===== config.mk =====
export PLATFORM = sky130hd
export DESIGN_NAME = collision_ctrl_flat
export DESIGN_NICKNAME = d
export VERILOG_FILES = /design/src/rtl/collision_ctrl_pkg.sv /design/src/rtl/collision_ctrl_if.sv /design/src/rtl/collision_ctrl_box_overlap.sv /design/src/rtl/collision_ctrl.sv /design/src/flat_wrapper.sv
export SDC_FILE = /design/constraint.sdc
export NUM_CORES = 1
export LEC_CHECK = 0
export ABC_AREA = 1
export BUFFER_PORTS_ARGS = -buffer_cell sky130_fd_sc_hd__clkbuf_2
export CORE_AREA = 5 5 109 111
export CTS_BUF_LIST = sky130_fd_sc_hd__clkbuf_4 sky130_fd_sc_hd__clkbuf_8
export DETAILED_ROUTE_END_ITERATION = 8
export DIE_AREA = 0 0 114 116
export PLACE_DENSITY_LB_ADDON = 0.05
export SLEW_MARGIN = 10
export SYNTH_ARGS = -nofsm -noshare
export SYNTH_HDL_FRONTEND = slang
export SYNTH_SLANG_ARGS = --single-unit

===== constraint.sdc =====
create_clock -name i_clk -period 3.3 [get_ports i_clk]
set_input_delay 0.165 -clock i_clk [delete_from_list [all_inputs] [get_ports i_clk]]
set_output_delay 0.165 -clock i_clk [all_outputs]
set_load 0.05 [all_outputs]

===== src/rtl/collision_ctrl_pkg.sv =====
// -----------------------------------------------------------------------------
// collision_ctrl_pkg
// Shared types for the collision/damage controller:
//   COORD_W         screen coordinate width (12-bit unsigned)
//   coord_t, box_t  one coordinate and one bounding box (left, right, top, bottom)
//   enemy_state_e   enemy ship life cycle (ALIVE / DEAD)
//   player_state_e  player life cycle (PLAY / INVULN / OVER)
//   cnt_width()     width needed for a frame counter loaded with frames-1
// -----------------------------------------------------------------------------
package collision_ctrl_pkg;

  localparam int COORD_W = 12;

  typedef logic [COORD_W-1:0] coord_t;

  typedef struct packed {
    coord_t x1;
    coord_t x2;
    coord_t y1;
    coord_t y2;
  } box_t;

  typedef enum logic {
    ENEMY_ALIVE = 1'b0,
    ENEMY_DEAD  = 1'b1
  } enemy_state_e;

  typedef enum logic [1:0] {
    PLAYER_PLAY   = 2'd0,
    PLAYER_INVULN = 2'd1,
    PLAYER_OVER   = 2'd2
  } player_state_e;

  // Width of a down-counter that is loaded with (frames-1), never below min_w.
  function automatic int cnt_width(input int frames, input int min_w);
    int w;
    w = $clog2(frames);
    if (w < min_w) w = min_w;
    return w;
  endfunction

endpackage


===== src/rtl/collision_ctrl_if.sv =====
// -----------------------------------------------------------------------------
// collision_ctrl_if
// Bus between the game pipeline and the collision controller.
//   Frame control : i_ani_stb (one clock per frame), i_paused
//   Player        : i_px1/i_px2/i_py1/i_py2, player bullet i_pfiring + i_pb*
//   Enemy         : i_ex1/i_ex2/i_ey1/i_ey2, enemy bullet i_efiring + i_eb*
//   Results       : o_enemy_alive, o_enemy_hit, o_player_hit, o_lives,
//                   o_score, o_player_visible, o_game_over
// Modports: master = game side (drives boxes, reads results),
//           slave  = controller.
// -----------------------------------------------------------------------------
interface collision_ctrl_if #(
  parameter int SCORE_W = 16
);
  import collision_ctrl_pkg::*;

  logic               i_ani_stb;
  logic               i_paused;
  coord_t             i_px1, i_px2, i_py1, i_py2;
  logic               i_pfiring;
  coord_t             i_pbx1, i_pbx2, i_pby1, i_pby2;
  coord_t             i_ex1, i_ex2, i_ey1, i_ey2;
  logic               i_efiring;
  coord_t             i_ebx1, i_ebx2, i_eby1, i_eby2;

  logic               o_enemy_alive;
  logic               o_enemy_hit;
  logic               o_player_hit;
  logic [2:0]         o_lives;
  logic [SCORE_W-1:0] o_score;
  logic               o_player_visible;
  logic               o_game_over;

  modport master (
    output i_ani_stb, i_paused,
    output i_px1, i_px2, i_py1, i_py2, i_pfiring,
    output i_pbx1, i_pbx2, i_pby1, i_pby2,
    output i_ex1, i_ex2, i_ey1, i_ey2, i_efiring,
    output i_ebx1, i_ebx2, i_eby1, i_eby2,
    input  o_enemy_alive, o_enemy_hit, o_player_hit, o_lives,
    input  o_score, o_player_visible, o_game_over
  );

  modport slave (
    input  i_ani_stb, i_paused,
    input  i_px1, i_px2, i_py1, i_py2, i_pfiring,
    input  i_pbx1, i_pbx2, i_pby1, i_pby2,
    input  i_ex1, i_ex2, i_ey1, i_ey2, i_efiring,
    input  i_ebx1, i_ebx2, i_eby1, i_eby2,
    output o_enemy_alive, o_enemy_hit, o_player_hit, o_lives,
    output o_score, o_player_visible, o_game_over
  );

endinterface


===== src/rtl/collision_ctrl_box_overlap.sv =====
// -----------------------------------------------------------------------------
// box_overlap
// Purely combinational axis-aligned box intersection test.
//   a, b : boxes (x1 left, x2 right, y1 top, y2 bottom), 12-bit unsigned
//   hit  : 1 when the interiors intersect; boxes sharing only an edge do not hit
// -----------------------------------------------------------------------------
module box_overlap
  import collision_ctrl_pkg::*;
(
  input  box_t a,
  input  box_t b,
  output logic hit
);

  // Strict compares: touching edges are not an overlap.
  assign hit = (a.x1 < b.x2) && (b.x1 < a.x2) &&
               (a.y1 < b.y2) && (b.y1 < a.y2);

endmodule


===== src/rtl/collision_ctrl.sv =====
// -----------------------------------------------------------------------------
// collision_ctrl
// Frame-rate collision and damage controller. On every active frame
// (i_ani_stb && !i_paused) it decides enemy and player hits from the
// bounding boxes, runs the enemy respawn and player life/invulnerability
// state machines, and keeps lives, score and game-over status.
//   i_clk, i_rst : base clock, asynchronous active-high reset
//   bus (slave)  : boxes/firing flags in, status and hit pulses out
// Parameters: LIVES starting lives (1-7), INV_FRAMES invulnerability length,
//             RESPAWN_FRAMES enemy dead time, SCORE_W score width.
// -----------------------------------------------------------------------------
module collision_ctrl
  import collision_ctrl_pkg::*;
#(
  parameter int LIVES          = 3,
  parameter int INV_FRAMES     = 60,
  parameter int RESPAWN_FRAMES = 120,
  parameter int SCORE_W        = 16
) (
  input  logic                  i_clk,
  input  logic                  i_rst,
  collision_ctrl_if.slave       bus
);

  // The blink uses counter bit 3, so the invulnerability counter is at least 4 bits.
  localparam int RESP_W = cnt_width(RESPAWN_FRAMES, 1);
  localparam int INV_W  = cnt_width(INV_FRAMES, 4);

  localparam logic [RESP_W-1:0]  RESP_LOAD  = RESP_W'(RESPAWN_FRAMES - 1);
  localparam logic [INV_W-1:0]   INV_LOAD   = INV_W'(INV_FRAMES - 1);
  localparam logic [2:0]         LIVES_INIT = 3'(LIVES);
  localparam logic [SCORE_W-1:0] SCORE_MAX  = '1;

  // ---------------------------------------------------------------------------
  // Collision terms
  // ---------------------------------------------------------------------------
  box_t player_box, pbullet_box, enemy_box, ebullet_box;
  logic pb_on_enemy, eb_on_player, enemy_on_player;

  assign player_box  = '{x1: bus.i_px1,  x2: bus.i_px2,  y1: bus.i_py1,  y2: bus.i_py2};
  assign pbullet_box = '{x1: bus.i_pbx1, x2: bus.i_pbx2, y1: bus.i_pby1, y2: bus.i_pby2};
  assign enemy_box   = '{x1: bus.i_ex1,  x2: bus.i_ex2,  y1: bus.i_ey1,  y2: bus.i_ey2};
  assign ebullet_box = '{x1: bus.i_ebx1, x2: bus.i_ebx2, y1: bus.i_eby1, y2: bus.i_eby2};

  box_overlap u_pbullet_enemy (.a(pbullet_box), .b(enemy_box),  .hit(pb_on_enemy));
  box_overlap u_ebullet_player(.a(ebullet_box), .b(player_box), .hit(eb_on_player));
  box_overlap u_enemy_player  (.a(enemy_box),   .b(player_box), .hit(enemy_on_player));

  // ---------------------------------------------------------------------------
  // State
  // ---------------------------------------------------------------------------
  enemy_state_e       enemy_state;
  logic [RESP_W-1:0]  respawn_cnt;
  logic               enemy_hit_q;
  logic [SCORE_W-1:0] score_q;

  player_state_e      player_state;
  logic [INV_W-1:0]   inv_cnt;
  logic [2:0]         lives_q;
  logic               player_hit_q;
  logic               visible_q;
  logic               game_over_q;

  logic active, enemy_alive, enemy_hit, player_hit;
  logic [INV_W-1:0] inv_dec;

  assign active      = bus.i_ani_stb & ~bus.i_paused;
  assign enemy_alive = (enemy_state == ENEMY_ALIVE);
  assign inv_dec     = inv_cnt - INV_W'(1);

  // Once the game is over the enemy is frozen as well, so no score after OVER.
  assign enemy_hit  = active && (player_state != PLAYER_OVER) &&
                      bus.i_pfiring && enemy_alive && pb_on_enemy;

  // A bullet already in flight still hurts while the enemy is dead; the
  // enemy body only counts while it is alive.
  assign player_hit = active && (player_state == PLAYER_PLAY) &&
                      ((bus.i_efiring && eb_on_player) ||
                       (enemy_alive && enemy_on_player));

  // ---------------------------------------------------------------------------
  // Enemy FSM: ALIVE -> DEAD on hit, back to ALIVE when the respawn count ends.
  // ---------------------------------------------------------------------------
  always_ff @(posedge i_clk or posedge i_rst) begin
    if (i_rst) begin
      enemy_state <= ENEMY_ALIVE;
      respawn_cnt <= '0;
      enemy_hit_q <= 1'b0;
      score_q     <= '0;
    end else begin
      // NOTE: non-blocking assignments here so every register samples the
      // pre-edge values; enemy_hit_q is rewritten every clock, which is what
      // limits the pulse to a single cycle.
      enemy_hit_q <= enemy_hit;
      if (active && player_state != PLAYER_OVER) begin
        unique case (enemy_state)
          ENEMY_ALIVE: begin
            if (enemy_hit) begin
              enemy_state <= ENEMY_DEAD;
              respawn_cnt <= RESP_LOAD;
              if (score_q != SCORE_MAX) score_q <= score_q + SCORE_W'(1);
            end
          end
          ENEMY_DEAD: begin
            if (respawn_cnt == '0) enemy_state <= ENEMY_ALIVE;
            else                   respawn_cnt <= respawn_cnt - RESP_W'(1);
          end
        endcase
      end
    end
  end

  // ---------------------------------------------------------------------------
  // Player FSM: PLAY / INVULN / OVER with registered lives, blink and game over.
  // ---------------------------------------------------------------------------
  always_ff @(posedge i_clk or posedge i_rst) begin
    if (i_rst) begin
      player_state <= PLAYER_PLAY;
      inv_cnt      <= '0;
      lives_q      <= LIVES_INIT;
      player_hit_q <= 1'b0;
      visible_q    <= 1'b1;
      game_over_q  <= 1'b0;
    end else begin
      player_hit_q <= player_hit;
      if (active) begin
        unique case (player_state)
          PLAYER_PLAY: begin
            if (player_hit) begin
              if (lives_q > 3'd1) begin
                lives_q      <= lives_q - 3'd1;
                player_state <= PLAYER_INVULN;
                inv_cnt      <= INV_LOAD;
                visible_q    <= ~INV_LOAD[3];
              end else begin
                lives_q      <= 3'd0;
                player_state <= PLAYER_OVER;
                visible_q    <= 1'b0;
                game_over_q  <= 1'b1;
              end
            end
          end
          PLAYER_INVULN: begin
            if (inv_cnt == '0) begin
              player_state <= PLAYER_PLAY;
              visible_q    <= 1'b1;
            end else begin
              inv_cnt   <= inv_dec;
              // Sprite follows bit 3 of the count it will show next frame.
              visible_q <= ~inv_dec[3];
            end
          end
          PLAYER_OVER: begin
            // Terminal until reset.
          end
          default: begin
            player_state <= PLAYER_PLAY;
            visible_q    <= 1'b1;
          end
        endcase
      end
    end
  end

  // ---------------------------------------------------------------------------
  // Outputs (all straight from registers)
  // ---------------------------------------------------------------------------
  assign bus.o_enemy_alive    = enemy_alive;
  assign bus.o_enemy_hit      = enemy_hit_q;
  assign bus.o_player_hit     = player_hit_q;
  assign bus.o_lives          = lives_q;
  assign bus.o_score          = score_q;
  assign bus.o_player_visible = visible_q;
  assign bus.o_game_over      = game_over_q;

endmodule


===== src/flat_wrapper.sv =====
// flat-port wrapper written by rule: the top's interface ports become plain ports
module collision_ctrl_flat import collision_ctrl_pkg::*;
#(
  parameter int LIVES          = 3,
  parameter int INV_FRAMES     = 60,
  parameter int RESPAWN_FRAMES = 120,
  parameter int SCORE_W        = 16
)
  (i_clk, i_rst, bus_i_ani_stb, bus_i_paused, bus_i_px1, bus_i_px2, bus_i_py1, bus_i_py2, bus_i_pfiring, bus_i_pbx1, bus_i_pbx2, bus_i_pby1, bus_i_pby2, bus_i_ex1, bus_i_ex2, bus_i_ey1, bus_i_ey2, bus_i_efiring, bus_i_ebx1, bus_i_ebx2, bus_i_eby1, bus_i_eby2, bus_o_enemy_alive, bus_o_enemy_hit, bus_o_player_hit, bus_o_lives, bus_o_score, bus_o_player_visible, bus_o_game_over);
  collision_ctrl_if #(.SCORE_W(SCORE_W)) bus_i ();
  input  logic i_clk;
  input  logic i_rst;
  input wire logic [$bits(bus_i.i_ani_stb)-1:0] bus_i_ani_stb;
  input wire logic [$bits(bus_i.i_paused)-1:0] bus_i_paused;
  input wire logic [$bits(bus_i.i_px1)-1:0] bus_i_px1;
  input wire logic [$bits(bus_i.i_px2)-1:0] bus_i_px2;
  input wire logic [$bits(bus_i.i_py1)-1:0] bus_i_py1;
  input wire logic [$bits(bus_i.i_py2)-1:0] bus_i_py2;
  input wire logic [$bits(bus_i.i_pfiring)-1:0] bus_i_pfiring;
  input wire logic [$bits(bus_i.i_pbx1)-1:0] bus_i_pbx1;
  input wire logic [$bits(bus_i.i_pbx2)-1:0] bus_i_pbx2;
  input wire logic [$bits(bus_i.i_pby1)-1:0] bus_i_pby1;
  input wire logic [$bits(bus_i.i_pby2)-1:0] bus_i_pby2;
  input wire logic [$bits(bus_i.i_ex1)-1:0] bus_i_ex1;
  input wire logic [$bits(bus_i.i_ex2)-1:0] bus_i_ex2;
  input wire logic [$bits(bus_i.i_ey1)-1:0] bus_i_ey1;
  input wire logic [$bits(bus_i.i_ey2)-1:0] bus_i_ey2;
  input wire logic [$bits(bus_i.i_efiring)-1:0] bus_i_efiring;
  input wire logic [$bits(bus_i.i_ebx1)-1:0] bus_i_ebx1;
  input wire logic [$bits(bus_i.i_ebx2)-1:0] bus_i_ebx2;
  input wire logic [$bits(bus_i.i_eby1)-1:0] bus_i_eby1;
  input wire logic [$bits(bus_i.i_eby2)-1:0] bus_i_eby2;
  output wire logic [$bits(bus_i.o_enemy_alive)-1:0] bus_o_enemy_alive;
  output wire logic [$bits(bus_i.o_enemy_hit)-1:0] bus_o_enemy_hit;
  output wire logic [$bits(bus_i.o_player_hit)-1:0] bus_o_player_hit;
  output wire logic [$bits(bus_i.o_lives)-1:0] bus_o_lives;
  output wire logic [$bits(bus_i.o_score)-1:0] bus_o_score;
  output wire logic [$bits(bus_i.o_player_visible)-1:0] bus_o_player_visible;
  output wire logic [$bits(bus_i.o_game_over)-1:0] bus_o_game_over;
  assign bus_i.i_ani_stb = bus_i_ani_stb;
  assign bus_i.i_paused = bus_i_paused;
  assign bus_i.i_px1 = bus_i_px1;
  assign bus_i.i_px2 = bus_i_px2;
  assign bus_i.i_py1 = bus_i_py1;
  assign bus_i.i_py2 = bus_i_py2;
  assign bus_i.i_pfiring = bus_i_pfiring;
  assign bus_i.i_pbx1 = bus_i_pbx1;
  assign bus_i.i_pbx2 = bus_i_pbx2;
  assign bus_i.i_pby1 = bus_i_pby1;
  assign bus_i.i_pby2 = bus_i_pby2;
  assign bus_i.i_ex1 = bus_i_ex1;
  assign bus_i.i_ex2 = bus_i_ex2;
  assign bus_i.i_ey1 = bus_i_ey1;
  assign bus_i.i_ey2 = bus_i_ey2;
  assign bus_i.i_efiring = bus_i_efiring;
  assign bus_i.i_ebx1 = bus_i_ebx1;
  assign bus_i.i_ebx2 = bus_i_ebx2;
  assign bus_i.i_eby1 = bus_i_eby1;
  assign bus_i.i_eby2 = bus_i_eby2;
  assign bus_o_enemy_alive = bus_i.o_enemy_alive;
  assign bus_o_enemy_hit = bus_i.o_enemy_hit;
  assign bus_o_player_hit = bus_i.o_player_hit;
  assign bus_o_lives = bus_i.o_lives;
  assign bus_o_score = bus_i.o_score;
  assign bus_o_player_visible = bus_i.o_player_visible;
  assign bus_o_game_over = bus_i.o_game_over;
  collision_ctrl #(.LIVES(LIVES), .INV_FRAMES(INV_FRAMES), .RESPAWN_FRAMES(RESPAWN_FRAMES), .SCORE_W(SCORE_W)) u_core (.i_clk(i_clk), .i_rst(i_rst), .bus(bus_i));
endmodule

==> run metrics <==
most common cell after layout, fill and taps aside=nand2_1; CTS max path bufs=2; flops & latches, synth=39; leakage power total=4.623 nW; initial antenna violation count=0; Comb power frac=0.536; worst hold path class=in -> reg; largest net degree at the start of global routing=40; Inserted Diodes=0; I/O Pins=222; Avg Cell Area, Syn=6.605 um2; number of global-route vias before repair=5,937; clock skew=0.005860 ns; P per Cell Area=approximately 310 nW/um2; Min Clock Period, post-route=2.105 ns; Synth-to-Final Area Change=23.21%; Crit-path slowest cell=dfrtp_1; Area contributors post-synth=ha_1 29%, nand2_1 16%, dfrtp_1 15%; worst slew pin tran=0.5359 ns; TritonCTS Sinks=39; post-synthesis sequential area ratio=0.1670; Num CTS Buffers=5; Initial Util=0.5483; VDD IR max=between 0.4 and 0.5 mV; Die Wd=between 100 and 150 um; clock root cell=clkbuf_8; post-CTS setup buffer count=0; Final Hold Fails=0; Max-Cap Viols=0; Reg2Reg Depth=10; total length of routed wires=15.90 mm; Buf+Inv Stages, Crit Path=2; insertion delay to the later sink of the worst-skew pair=about 0.29 ns; CTS tree=yes; Switching Fraction=0.4533; status=finished clean; Ys Warns=0; CP peak stage delay=0.43 ns; 1st-pass router iterations=4; layout cells sized above 1=0.2242; IO Port Bufs=between 200 and 250; crit start category=flip-flop; Critical Path AT=2.34 ns; fin util=0.6756; wire per inst=12.67 um; Final HPWL DP=approximately 14 mm; Hold EP=u_core.bus.o_player_visible; period utilization=0.6380; cell area after placement=7128 um2; post-layout instance area=7227 um2; most frequent cells in the layout=250 x nand2_1, 221 x clkbuf_2, 185 x inv_1, 138 x ha_1, 55 x nand3_1; mapped cell area=roughly 5900 um2; crit path kind=reg -> reg; DIE HEIGHT=116 um; H-Tree Level Count=2; Non-Filler Instances=1,255; drc violations=0; RSZ-0062 raised after global routing=false; hold depth=5; placed instance count=1,246; die area=13,220 um2; GR Util All Layers=0.2399; core area=between 10,000 and 15,000 um2; Net Count, Synth=1,224; Synth area leader=ha_1; DR vias=6,097; DR iter-0 viols=327; Top delay family on crit path=simple AND/OR/NAND/NOR gates; Placer Congestion=0.9005; post-route antenna net violation count=0; # rows=38; total gr overflow=0; CP cell instances=ha_1, nand3_1, inv_1, nand3_1, nor3_1, a21boi_0, inv_1, nor2_4, nand2_1, nand2_1; Synth top area share=0.2944; Worst R2R Setup Slack=roughly 1.2 ns; Fmax achieved=474.9 MHz; Worst-path clk slew=0.08 ns; Vias/cell=4.858; crit path capture type=flip-flop; Psw=1.027 mW; # nets final=1,450; cells after synthesis=slightly below 900; worst hold path startpoint=bus_i_paused; max-slew violation count=0; reg-to-reg startpoint=u_core.bus.o_score[0]; Netlist cell types=38; Setup violations, final=0; Worst EP required=3.54 ns; first-pass GRT wire length=roughly 26 mm; setup_tns=0 ns; Clk pwr share=0.147; pre-CTS worst setup slack=1.006 ns; internal power=1.238 mW; worst-path fanout max=16; Final WS setup=1.195 ns; Rel. slew slack=0.6394; Crit Reg-Reg Endpoint=u_core.bus.o_score[6]; Seq pwr share=0.317
-- power by group through the flow --
| stage | combinational, mW | sequential [mW] | clock [mW] |
|---|---|---|---|
| floorplan | 0.792 | 0.791 | 0 |
| global placement | 1.19 | 0.724 | 0 |
| detailed placement | 1.22 | 0.720 | 0 |
| CTS | 1.22 | 0.718 | 0.342 |
| global route | 1.41 | 0.736 | 0.361 |
| finish | 1.21 | 0.719 | 0.332 |
-- area by class of cell --
cell class / count / area, um2
Clock buffer: 7 / 83.83
Clock inverter: 1 / 5.005
Fill cell: 1055 / 3471
Inverter: 187 / 701.9
Multi-Input combinational cell: 658 / 4158
Sequential cell: 39 / 979.7
Tap cell: 140 / 175.2
Timing Repair Buffer: 223 / 1124
-- stage by stage --
step                hold slack (ns)  power (mW)
global placement             0.2988       1.913
CTS                          0.2862       2.279
floorplan                    0.3679       1.583
finish                       0.2879       2.265
global route                 0.3076       2.510
detailed placement           0.3016       1.937
-- layer usage --
metal	wire length, um	up-vias	part of all wire	global-route usage
met2	7496	183	0.47	0.4286
li1	-	3290	-	-
met3	1225	22	0.077	0.05170
met4	276	0	0.017	0.04830
met1	6903	2602	0.43	0.2987
met5	0	-	0	0
-- what timing repair did --
item	CTS	global route
hold buffers	1	0
resized for setup	0	0
endpoints found under the hold margin	36	0
-- worst min-delay path: cells and delay by family --
kind	cells	cell delay [ns]
simple gates	3	0.26
buf+inv	1	0.08
compound gates	1	0.06
-- cell families (layout without fill, tap and decap cells) --
family | after synthesis | in the layout | synth area share
and+or+nand+nor | 406 | 406 | 0.2969
buffers and inverters | 191 | 418 | 0.1241
adders and majority gates | 138 | 138 | 0.2944
AOI/OAI and AO/OA | 97 | 97 | 0.09215
DFF | 39 | 39 | 0.1670
xor gates and xnor gates | 17 | 17 | 0.02538
-- cells in the mapped netlist, drive strengths merged --
library cell  count
nand2b            1
or2               4
clkbuf            2
nand3b            2
inv             186
nor3             19
nor3b             1
nand4            14
nand3            56
nor4              1
a21o              2
o211ai            2
nor2             54
dfstp             3
xnor2             6
o21bai            9
xor2             11
buf               2
a21boi            3
ha              138
o21ai            42
clkinv            1
dfrtp            36
nand2           254
a21oi            39
-- state kept, by name (all words and copies together) (netlist names) --
signal / cells
u_core.inv_cnt: 6
u_core.bus.o_enemy_hit: 1
u_core.bus.o_player_visible: 1
u_core.bus.o_player_hit: 1
u_core.player_state: 2
u_core.bus.o_lives: 3
u_core.bus.o_game_over: 1
u_core.respawn_cnt: 7
u_core.enemy_state: 1
u_core.bus.o_score: 16
-- worst max-delay path by stage --
stage	cells after the start	start	endpoint	slack, ns
2_1_floorplan	10	u_core.bus.o_score[0]	u_core.bus.o_score[3]	1.23
3_3_place_gp	14	bus_i_ex2[11]	u_core.bus.o_score[7]	1.10
3_5_place_dp	14	bus_i_ex2[11]	u_core.bus.o_score[3]	1.01
4_1_cts	10	u_core.bus.o_score[0]	u_core.bus.o_score[3]	1.18
5_1_grt	8	u_core.bus.o_lives[1]	u_core.inv_cnt[1]	0.97
6_report	10	u_core.bus.o_score[0]	u_core.bus.o_score[6]	1.19
No activity file was read; power rests on OpenSTA's default activity.
